`config.mk`:
```
export PLATFORM = sky130hd
export DESIGN_NAME = reg_pipe_n
export DESIGN_NICKNAME = d
export VERILOG_FILES = /design/src/rtl/reg_pipe_pkg.sv /design/src/rtl/reg_stage.sv /design/src/rtl/reg_pipe_n.sv
export SDC_FILE = /design/constraint.sdc
export NUM_CORES = 1
export LEC_CHECK = 0
export BUFFER_PORTS_ARGS = -buffer_cell sky130_fd_sc_hd__buf_2
export CAP_MARGIN = 30
export CELL_PAD_IN_SITES_DETAIL_PLACEMENT = 0
export CELL_PAD_IN_SITES_GLOBAL_PLACEMENT = 1
export CORE_MARGIN = 2
export CORE_UTILIZATION = 49
export CTS_CLUSTER_SIZE = 28
export DETAILED_ROUTE_END_ITERATION = 8
export HOLD_SLACK_MARGIN = 0.06
export PLACE_DENSITY = 0.88
export SYNTH_ARGS = -nofsm -noshare
export SYNTH_HDL_FRONTEND = slang
export SYNTH_SLANG_ARGS = --single-unit
```
`constraint.sdc`:
```
create_clock -name clk -period 7.6 [get_ports clk]
set_clock_uncertainty 0.15 [all_clocks]
set_input_delay 1.14 -clock clk [delete_from_list [all_inputs] [get_ports clk]]
set_output_delay 1.14 -clock clk [all_outputs]
set_load 0.005 [all_outputs]
```
`src/rtl/reg_pipe_pkg.sv`:
```
// Shared constants and helpers for the reg_pipe_n register pipeline.
//   REG_PIPE_SIZE_DEF  : default data width in bits
//   REG_PIPE_DEPTH_DEF : default number of register stages
//   count_width()      : width of the occupancy counter, clog2(depth + 1)
package reg_pipe_pkg;

  localparam int unsigned REG_PIPE_SIZE_DEF  = 19;
  localparam int unsigned REG_PIPE_DEPTH_DEF = 4;

  // Enough bits to hold every value from 0 to depth inclusive.
  function automatic int unsigned count_width(input int unsigned depth);
    return $clog2(depth + 1);
  endfunction

endpackage

```
`src/rtl/reg_stage.sv`:
```
// One stage of the reg_pipe_n delay line: SIZE data bits plus a valid flag.
// Priority at each rising edge: rst (async) > clr > en > hold.
// Ports:
//   clk      system clock
//   rst      asynchronous active-high reset, clears data and valid
//   clr      synchronous flush, clears data and valid
//   en       advance enable, captures d / d_valid when high
//   d        data from the previous stage (or the pipe input)
//   d_valid  valid flag from the previous stage (or the pipe input)
//   q        registered data
//   q_valid  registered valid flag
module reg_stage
  import reg_pipe_pkg::*;
#(
  parameter int unsigned SIZE = REG_PIPE_SIZE_DEF
) (
  input  logic            clk,
  input  logic            rst,
  input  logic            clr,
  input  logic            en,
  input  logic [SIZE-1:0] d,
  input  logic            d_valid,
  output logic [SIZE-1:0] q,
  output logic            q_valid
);

  logic [SIZE-1:0] data_q;
  logic            vld_q;

  // Data is captured even for bubbles; only the valid flag marks them.
  always_ff @(posedge clk or posedge rst) begin
    if (rst) begin
      data_q <= '0;
      vld_q  <= 1'b0;
    end else if (clr) begin
      data_q <= '0;
      vld_q  <= 1'b0;
    end else if (en) begin
      data_q <= d;
      vld_q  <= d_valid;
    end
  end

  assign q       = data_q;
  assign q_valid = vld_q;

endmodule

```
`src/rtl/reg_pipe_n.sv`:
```
// reg_pipe_n: DEPTH-stage, SIZE-bit register delay line with per-stage valid
// flags, a common advance enable and a synchronous flush.
// Configuration macro: REG_PIPE_COUNT_EN adds the Count port and the
// occupancy counter; without it there is no Count port and no counter.
// Ports:
//   clk        system clock
//   rst        asynchronous active-high reset
//   In         data captured into stage 0
//   In_valid   valid flag captured with In
//   EN         advance enable (shift when high, hold when low)
//   Clr        synchronous flush of every stage
//   Out        data of the last stage
//   Out_valid  valid flag of the last stage
//   Count      number of valid stages (REG_PIPE_COUNT_EN only)
module reg_pipe_n
  import reg_pipe_pkg::*;
#(
  parameter int unsigned SIZE  = REG_PIPE_SIZE_DEF,
  parameter int unsigned DEPTH = REG_PIPE_DEPTH_DEF
) (
  input  logic                            clk,
  input  logic                            rst,
  input  logic [SIZE-1:0]                 In,
  input  logic                            In_valid,
  input  logic                            EN,
  input  logic                            Clr,
  output logic [SIZE-1:0]                 Out,
`ifdef REG_PIPE_COUNT_EN
  output logic                            Out_valid,
  output logic [count_width(DEPTH)-1:0]   Count
`else
  output logic                            Out_valid
`endif
);

  logic [SIZE-1:0] data [DEPTH];
  logic [DEPTH-1:0] vld;

  for (genvar i = 0; i < int'(DEPTH); i++) begin : g_stage
    logic [SIZE-1:0] d_in;
    logic            v_in;

    if (i == 0) begin : g_head
      assign d_in = In;
      assign v_in = In_valid;
    end else begin : g_link
      assign d_in = data[i-1];
      assign v_in = vld[i-1];
    end

    reg_stage #(
      .SIZE(SIZE)
    ) u_stage (
      .clk    (clk),
      .rst    (rst),
      .clr    (Clr),
      .en     (EN),
      .d      (d_in),
      .d_valid(v_in),
      .q      (data[i]),
      .q_valid(vld[i])
    );
  end

  assign Out       = data[DEPTH-1];
  assign Out_valid = vld[DEPTH-1];

`ifdef REG_PIPE_COUNT_EN
  localparam int unsigned CW = count_width(DEPTH);

  logic [CW-1:0] count_q, count_d;

  // Incoming valid adds one, the word leaving the last stage removes one;
  // the result is bounded by DEPTH because it mirrors the valid flags.
  always_comb begin
    count_d = count_q;
    if (EN) begin
      count_d = count_q + CW'(In_valid) - CW'(vld[DEPTH-1]);
    end
  end

  always_ff @(posedge clk or posedge rst) begin
    if (rst) begin
      count_q <= '0;
    end else if (Clr) begin
      count_q <= '0;
    end else begin
      count_q <= count_d;
    end
  end

  assign Count = count_q;
`endif

endmodule

```
Yosys cells after proc, flatten, opt, wreduce, memory -nomap -nowiden
Index checks and enable logic that the tools add are counted.

Word-level logic and storage cells: 25. Bits in registers: 80. Output and inout port bits: 20.

Mux-type cells: 16. Reduce and logical (&&, ||, !) cells: 1.

Operator list (count): 19-bit 2-to-1 mux (8); 1-bit 2-to-1 mux (8); 2-bit nonzero test (1).

Depth between registers and ports, before layout
Word-level depth: 2. Mapped depth: 4. Depth with buffers taken out: 2.

Hierarchy
A second synthesis with hierarchy kept.

Cells, all modules: 260. Area total of the unflattened synthesis: 3238.1 µm².

Modules (own cells, without submodules): reg_stage (cells each 65, area each 809.5 µm², instances 4).

Least setup slack after synthesis
Ideal clock, no wire load.

Path type: input to register. Start point: in EN. End point: reg g_stage[0].u_stage.data_q[0]. Stages on the path: 4. Buffers on the path: 2. Slack: 5658 ps. Arrival: 1660 ps. Setup time: 132 ps. Cells stage by stage: buf_6 buf_8 mux2i_1 nor2_1.

Longest elaborated chain between the ends: 1.

Ends and longest elaborated chain: from (decl) (line reg_pipe_n.sv:25) `input logic EN,`; 2-bit nonzero test (no line); to (signal assigned) (line reg_stage.sv:33) `data_q <= '0;`; to (signal assigned) (line reg_stage.sv:36) `data_q <= '0;`; to (signal assigned) (line reg_stage.sv:39) `data_q <= d;`; to (decl) (line reg_stage.sv:27) `logic [SIZE-1:0] data_q;`.

No other way between the ends. A chain may end at the register's enable or synchronous reset.

Worst setup path in the final report
Start point: in EN. End point: reg g_stage[1].u_stage.data_q[11].

Longest elaborated chain between the ends: 1.

Ends and longest elaborated chain (line): 2-bit nonzero test (no line); to (signal assigned) (reg_stage.sv:33); to (signal assigned) (reg_stage.sv:36); to (signal assigned) (reg_stage.sv:39); to (decl) (reg_stage.sv:27).

No other way between the ends.

==> results.md <==
* Routed via count at 1906
* Post-CTS Repair Setup Buffers at 0
* Hold WC Path Type: reg -> reg
* Fraction of registers with async set/reset at 100.0%
* Logic pwr share at 7.2%
* Clk_lat worst skew at 0.34 ns
* Sequential Area at 0.002002 mm2
* Final hold vios at 0
* Crit Path Class: in -> reg
* Least-Margin Pin Slew at 0.7808 ns
* Rows at 29
* Clock Sinks at 80
* CP Capture Type: register
* Antenna diodes at 0
* TritonCTS Buffers at 9
* Clock Power Share at 38.0%
* WP data required at 7.65 ns
* Final setup fails at 0
* HPWL after DPL at 3037 um
* Post-CTS sizing at 0
* Average wire per standard cell at 13.16 um
* CP Cell Sequence: buf_4 -> buf_4 -> mux2i_1 -> nor2_1
* IO Pins at 44
* Yosys reg bits at 80
* Post-route minimum period at 2.603 ns
* Grt ovf at 0
* H-tree levels at 3
* Largest net degree at the start of global routing at 81
* CP max stage cell: buf_4
* Initial antenna violation count at 0
* RSZ-0062 raised after global routing: false
* Fmax at 0.3842 GHz
* # hold bufs at CTS at 0
* P_int at 623.3 uW
* Fillers at 542
* Final core occ at 57.16%
* Worst hold path startpoint: g_stage[3].u_stage.q[7]
* TritonRoute pass-1 iters at 9
* Area grow syn2layout at 12.16%
* Net count, final at 323
* Slack of the critical path at 4.997 ns
* Vias in the first global route at 1932
* Final period util at 34.25%
* Cell family with most CP delay: buffers and inverters
* IO Port Bufs at 43
* Top cells by area, synth: dfrtp_1, mux2i_1, nor2_1
* CTS tree: yes
* Die ar. at 0.007350 mm2
* Synth Flop Type: dfrtp_1
* Post-detailed-route via-to-cell ratio at 5.003
* WP buf/inv at 2
* Seq/Total Area, Yosys at 61.16%
* Synth Instances at 259
* Gr usage total at 15.40%
* Worst setup SP type: primary input
* Sequential share of power at 54.8%
* # DRC at 5
* Reg2reg end: g_stage[3].u_stage.q[18]
* Most used cell, CP: buf_4
* Pre-CTS WS at 4.629 ns
* Distinct cell type count after synthesis at 8
* Placed insts at 365
* Peak supply drop at 0.1874 mV
* WHS Path Cells at 2
* Max Slew Vio Count at 0
* Die Y at 85.73 um
* Placeable Area at 0.006422 mm2
* Fraction of layout cells with a size suffix above 1 at 20.39%
* Total nets after synthesis at 283
* CTS clk-pin slew, worst paths at 0.08 ns
* Root buffer cell: clkbuf_8
* Die width at 85.73 um
* Reg-to-reg slack, setup at 6.71 ns
* Final WL at 5013 um
* Setup TNS at 0 ns
* Synth cell count leaders: dfrtp_1, mux2i_1, nor2_1, buf_8, clkbuf_1
* Crit-path max FO at 47
* Maximum capacitance violations at 0
* Hold Path End: g_stage[3].u_stage.q[7]
* First-pass GRT wire length at 8783 um
* Area occupied by multi-input gates at 0.001101 mm2
* CTS Buffer Depth at 2
* Synthesized area at 0.003273 mm2
* Worst r2r src: g_stage[3].u_stage.q[18]
* Syn. warnings at 0
* Leakage at 2.018 nW
* Failing checks: DRC
* Crit path largest cell delay at 0.71 ns
* Rel. slew slack at 47.95%
* Final ANT Viol Nets at 0
* Syn_area_per_cell at 12.64 um2
* Synth area leader: dfrtp_1
* Switching pwr at 185.7 uW
* WP data arrival at 2.66 ns
* Initial core utilization at 50.96%
* Share of the synthesized area in the top cell type at 61.16%
* FF-to-FF path depth at 2
* Hold WS at 0.3712 ns
* GPL Wtd Cong at 0.6787
* Post-route non-filler standard cell count at 381
* Post-synth EDFFs at 0
* PD cells at 220.4 mW/mm2
* Initial DRC count at 119
* Status: finished, violations left
* Sw Share at 22.96%
## cell usage in the layout (no fill, tap or decap)
cell type,count
dfrtp_1,80
clkinv_2,1
bufinv_16,1
buf_4,4
clkbuf_8,10
nor2_1,80
buf_16,1
clkinvlp_4,2
clkbuf_1,2
buf_2,42
clkinv_4,1
mux2i_1,80
## layer usage
| metal | up-vias | part of all wire (%) | track usage (%) | wire (um) |
|---|---|---|---|---|
| met5 | - | 0 | 0 | 0 |
| li1 | 936 | - | - | - |
| met1 | 924 | 50 | 20.08 | 2487 |
| met4 | 0 | 1.5 | 6.494 | 74 |
| met3 | 6 | 4.5 | 5.582 | 226 |
| met2 | 40 | 44 | 23.44 | 2224 |
## logic make-up (layout without fill, tap and decap cells)
family,after synthesis,count (layout),synth area share (%)
AND/OR/NAND/NOR,80,80,9.174
flip-flops,80,80,61.16
buffers and inverters,19,64,5.199
multiplexers,80,80,24.46
## per-stage QoR
stage	area, um2	power, mW
after global routing	3671	0.8485
after CTS	3671	0.8227
after global placement	3445	0.5087
after detailed placement	3472	0.5118
after floorplan	3273	0.4999
final	3671	0.8090
## final cells by class
| cell class | instances | area share, % |
|---|---|---|
| clock buffer | 12 | 3.954 |
| clock inverter | 4 | 1.466 |
| inverter | 1 | 0.1363 |
| multi-input combinational | 160 | 29.99 |
| sequential | 80 | 54.53 |
| tap | 77 | 2.624 |
| timing repair buffer | 47 | 7.294 |
## power groups by stage
| stage | clock, mW | sequential, mW | combinational (mW) |
|---|---|---|---|
| after floorplan | 0 | 0.450 | 0.0498 |
| after global placement | 0 | 0.452 | 0.0570 |
| after detailed placement | 0 | 0.452 | 0.0598 |
| after CTS | 0.319 | 0.444 | 0.0601 |
| after global routing | 0.338 | 0.445 | 0.0657 |
| final | 0.307 | 0.444 | 0.0584 |
## registers in the layout, summed over array words and instances, names as in the netlist
name	flops
g_stage.u_stage.q	76
g_stage.u_stage.q_valid	4
## worst reg2reg max path, stage by stage (launching register included)
cell	delay, ns
dfrtp_1	0.40
mux2i_1	0.14
nor2_1	0.06
## how the worst max path moves through the flow
stage,start,end,slack [ns],cells past startpoint
global route,EN,g_stage[2].u_stage.q[8],4.89,4
floorplan,rst,g_stage[0].u_stage.q[0],4.26,1
detailed placement,EN,g_stage[1].u_stage.q[11],4.63,4
CTS,EN,g_stage[1].u_stage.q[11],5.00,4
finish,EN,g_stage[1].u_stage.q[11],5.00,4
global placement,EN,g_stage[2].u_stage.q[9],4.65,4
No activity file was read; power rests on OpenSTA's default activity.
